File: config.mk
export PLATFORM = sky130hd
export DESIGN_NAME = pc_fetch_ctrl
export DESIGN_NICKNAME = d
export VERILOG_FILES = /design/src/rtl/pc_fetch_ctrl.sv
export SDC_FILE = /design/constraint.sdc
export NUM_CORES = 1
export LEC_CHECK = 0
export ABC_AREA = 1
export CAP_MARGIN = 20
export CORE_ASPECT_RATIO = 0.9
export CORE_MARGIN = 2
export CORE_UTILIZATION = 43
export CTS_CLUSTER_SIZE = 14
export DETAILED_ROUTE_END_ITERATION = 6
export GPL_TIMING_DRIVEN = 1
export PLACE_DENSITY = 0.77
export SLEW_MARGIN = 40
export SYNTH_ARGS = -nofsm -noshare
export SYNTH_HDL_FRONTEND = slang
export SYNTH_SLANG_ARGS = --single-unit
File: constraint.sdc
create_clock -name clk -period 4.45 [get_ports clk]
set_input_delay 0.6675 -clock clk [delete_from_list [all_inputs] [get_ports clk]]
set_output_delay 0.6675 -clock clk [all_outputs]
set_load 0.02 [all_outputs]
File: src/rtl/pc_fetch_ctrl.sv
// Instruction fetch controller: one outstanding imem request, a one-entry
// holding register to decode, and redirect handling. Optional MISALIGN_TRAP_EN.
module pc_fetch_ctrl #(
  parameter logic [31:0] RESET_PC = 32'h0000_0000,
  parameter logic [31:0] TRAP_PC  = 32'h0000_0004
) (
  input  logic        clk,
  input  logic        rst,
  output logic        imem_req,
  output logic [31:0] imem_addr,
  input  logic        imem_gnt,
  input  logic        imem_rvalid,
  input  logic [31:0] imem_rdata,
  output logic        if_valid,
  output logic [31:0] if_instr,
  output logic [31:0] if_pc,
  input  logic        id_ready,
`ifdef MISALIGN_TRAP_EN
  output logic        trap,
`endif
  input  logic        redir_valid,
  input  logic [31:0] redir_pc
);

  typedef enum logic [1:0] {
    IDLE,
    REQ,
    WAIT,
    HOLD
  } state_t;

  state_t      state, state_nxt;
  logic [31:0] pc, pc_nxt;
  logic        drop, drop_nxt;
  logic        capture;
  logic [31:0] redir_tgt;
  logic        trap_nxt;

`ifdef MISALIGN_TRAP_EN
  assign redir_tgt = (redir_pc[1:0] != 2'b00) ? TRAP_PC : redir_pc;
  assign trap_nxt  = redir_valid && (redir_pc[1:0] != 2'b00);
`else
  logic unused_redir_lsb;
  assign unused_redir_lsb = ^redir_pc[1:0];
  assign redir_tgt = {redir_pc[31:2], 2'b00};
  assign trap_nxt  = 1'b0;
`endif

  // Redirect is evaluated first in every state so it always wins.
  always_comb begin
    state_nxt = state;
    pc_nxt    = pc;
    drop_nxt  = drop;
    capture   = 1'b0;
    if (redir_valid) begin
      pc_nxt = redir_tgt;
      case (state)
        REQ: begin
          if (imem_gnt) begin
            drop_nxt  = 1'b1;
            state_nxt = WAIT;
          end else begin
            state_nxt = REQ;
          end
        end
        WAIT: begin
          if (imem_rvalid) begin
            drop_nxt  = 1'b0;
            state_nxt = REQ;
          end else begin
            drop_nxt  = 1'b1;
            state_nxt = WAIT;
          end
        end
        default: state_nxt = REQ;
      endcase
    end else begin
      case (state)
        IDLE: state_nxt = REQ;
        REQ: begin
          if (imem_gnt) state_nxt = WAIT;
        end
        WAIT: begin
          if (imem_rvalid) begin
            if (drop) begin
              drop_nxt  = 1'b0;
              state_nxt = REQ;
            end else begin
              capture   = 1'b1;
              state_nxt = HOLD;
            end
          end
        end
        HOLD: begin
          if (id_ready) begin
            pc_nxt    = pc + 32'd4;
            state_nxt = REQ;
          end
        end
        default: state_nxt = IDLE;
      endcase
    end
  end

  always_ff @(posedge clk or posedge rst) begin
    if (rst) begin
      state     <= IDLE;
      pc        <= RESET_PC;
      drop      <= 1'b0;
      imem_req  <= 1'b0;
      imem_addr <= 32'h0;
      if_valid  <= 1'b0;
      if_instr  <= 32'h0;
      if_pc     <= 32'h0;
`ifdef MISALIGN_TRAP_EN
      trap      <= 1'b0;
`endif
    end else begin
      state     <= state_nxt;
      pc        <= pc_nxt;
      drop      <= drop_nxt;
      imem_req  <= (state_nxt == REQ);
      imem_addr <= (state_nxt == REQ) ? pc_nxt : 32'h0;
      if_valid  <= (state_nxt == HOLD);
      if (capture) begin
        if_instr <= imem_rdata;
        if_pc    <= pc;
      end
`ifdef MISALIGN_TRAP_EN
      trap      <= trap_nxt;
`endif
    end
  end

`ifndef MISALIGN_TRAP_EN
  logic unused_trap;
  assign unused_trap = trap_nxt;
`endif

endmodule

==> impl_metrics.tcl <==
set metrics [dict create \
    status "finished, final reports clean" \
    clock_latency_ns 0.42 \
    cts_inserted_buffers 17 \
    slew_violations 0 \
    power.density_nw_per_um2 656 \
    fp.dieW_um 127 \
    drtPass1Iterations 4 \
    clock-sinks 133 \
    fin_cells 969 \
    path_max_fanout 29 \
    areaGrowthSynthToFinish_pct 42.8 \
    die_area_um2 14500 \
    dp_hpwl_um 10800 \
    grt_pass1_wl_um 24500 \
    hold_viol_final 0 \
    drt-initial-drc-count 340 \
    async_flop_share_pct 100 \
    setup_viol 0 \
    yosysMostFrequentCell "nand2_1" \
    slowest_delay_ns 0.81 \
    start_kind "input port" \
    fin_skew_ns 0.00837 \
    cp_slowest_cell "clkdlybuf4s50_1" \
    ctsLongestPathBuffers 2 \
    path_clk_slew_ns 0.06 \
    netlist_instances 619 \
    period_share_pct 62.1 \
    syn-num-nets 695 \
    rsz0062_at_grt "no" \
    yosysTopAreaCellShare_pct 57.0 \
    antenna_found_initial 0 \
    cts_root_buf "clkbuf_16" \
    avgSynthCellArea_um2 9.43 \
    rows 40 \
    drive_gt1_share_pct 12.2 \
    postCtsHoldBufs 0 \
    synthesis.area_um2 5840 \
    synth-edff-count 0 \
    synth_area_leader_cell "dfrtp_1" \
    min_period_ns 2.76 \
    port-buffer-count 165 \
    crit_chain "clkdlybuf4s50_1 > buf_4 > nor3_1 > nand3_1 > nand2_1 > nor2_4 > inv_2 > a21oi_1" \
    power.leakage_uw 0.00395 \
    ys_warn_count 0 \
    cts_tree "yes" \
    nets 864 \
    grt_pass1_vias 4723 \
    cp.depth 8 \
    viasPerCell 4.92 \
    initial_core_util_pct 43.9 \
    hp-class "register to register" \
    crit_path_end_kind "register" \
    die_h_um 115 \
    cts_resized 0 \
    wl_per_cell_um 15.8 \
    worstRegToRegCells 6 \
    reg2reg_setup_slack_ns 2.29 \
    ant_nets 0 \
    synth_cell_type_count 31 \
    dp_slack_ns 1.26 \
    vias 4766 \
    grt_use_total_pct 21.9 \
    wl_um 15300 \
    setup_slack_ns 1.69 \
    required_ns 4.72 \
    place_inst 937 \
    fmaxAchievable_mhz 362 \
    cp_num_buf_inv 3 \
    coreArea_um2 13300 \
    criticalPathCategory "input port to register" \
    cap_viol_max_count 0 \
    synth_area_leaders "dfrtp_1 57%, nand2_1 9.5%, mux2_2 6.9%" \
    path_delay_family "buffers and inverters" \
    drc 0 \
    diodes 0 \
    cts_setup_buffers 0 \
    final.setup.tns_ns 0 \
    grt_max_degree 93 \
    tightestPinTransition_ns 0.763 \
    ys_ff_latch 133 \
    htree_levels 4 \
    grt_overflow 0 \
    gp_congestion 0.822 \
    ir_drop_mv 0.530 \
    pin_count 168 \
    yosys-top-cells-count "147 x nand2_1, 133 x dfrtp_1, 64 x inv_1, 51 x nand3_1, 47 x nor2_1" \
    ys_seq_area_share_pct 57.0 \
    cp.arrival_ns 3.03 \
    slew_headroom_pct 49.0 \
    hold_depth 2 \
    synth-main-ff-cell "dfrtp_1" \
]
==> layout make-up <==
class                           instances  area, um^2
Clock buffer                           20         467
Clock inverter                         12         223
Fill cell                            1067        4980
Inverter                               67         255
Multi-Input combinational cell        399        2160
Sequential cell                       133        3330
Tap cell                              168         210
Timing Repair Buffer                  170        1690
==> power breakdown <==
part | switching [uW] | internal, uW
logic | 1050 | 942
clock network | 527 | 1100
registers | 225 | 1630
total | 1800 | 3660
==> stage by stage <==
stage,util [%],hold slack [ns],total power [uW],cell area [um^2]
after floorplan,-,0.453,2870,5840
after CTS,62.6,0.486,5520,8340
after global placement,57.4,0.467,3810,7640
after detailed placement,57.4,0.472,3870,7650
final,62.6,0.483,5470,8340
after global routing,62.6,0.501,5730,8340
==> final timing paths <==
path	startpoint	endpoint
worst max-delay path	redir_valid	imem_addr[20]$_DFF_PP0_
min in group asynchronous	rst	imem_addr[1]$_DFF_PP0_
worst min register to register	if_pc[11]$_DFFE_PP0P_	if_pc[11]$_DFFE_PP0P_
worst min-delay path	if_pc[11]$_DFFE_PP0P_	if_pc[11]$_DFFE_PP0P_
worst max register to register	state[0]$_DFF_PP0_	if_instr[13]$_DFFE_PP0P_
max in group asynchronous	rst	pc[4]$_DFF_PP0_
==> cells in the final DEF (no fill, tap or decap), drive strengths merged <==
cell / synthesis / layout
a21oi: 20 / 20
a31oi: 1 / 1
and2: 3 / 3
buf: 12 / 5
bufinv: 0 / 6
clkbuf: 8 / 20
clkdlybuf4s50: 0 / 165
clkinv: 1 / 4
clkinvlp: 0 / 2
dfrtp: 133 / 133
ha: 6 / 6
inv: 66 / 67
mux2: 36 / 36
nand2: 153 / 153
nand3: 52 / 52
nand3b: 2 / 2
nand4: 11 / 11
nor2: 57 / 57
nor3: 4 / 4
o211ai: 2 / 2
o21ai: 45 / 45
or2: 2 / 2
xor2: 5 / 5
==> worst min-delay path: stages (launching register included) <==
cell and delay, ns:
dfrtp_1 0.34, nand2_1 0.05, o21ai_0 0.06
==> state kept, by name, indices dropped and copies added (netlist names) <==
signal     count
imem_addr     32
if_valid       1
if_instr      32
state          2
imem_req       1
drop           1
if_pc         32
pc            32
==> routing by layer <==
metal,global-route usage (%),share of wire [%]
met4,6.67,1.2
met3,6.26,7.0
met1,31.3,48
met5,0,0
met2,32.5,44
==> kinds of logic (layout without fill, tap and decap cells) <==
group,count (synthesis),in the layout,synth area share (%)
adder cells (fa/ha/maj),6,6,1.29
flip-flops,133,133,57.0
AND/OR/NAND/NOR,284,284,21.8
buffers and inverters,87,269,6.22
AO/OA/AOI/OAI,68,68,6.00
XOR/XNOR,5,5,0.750
multiplexers,36,36,6.94
Note: power is estimated with default switching activity, not from simulation.
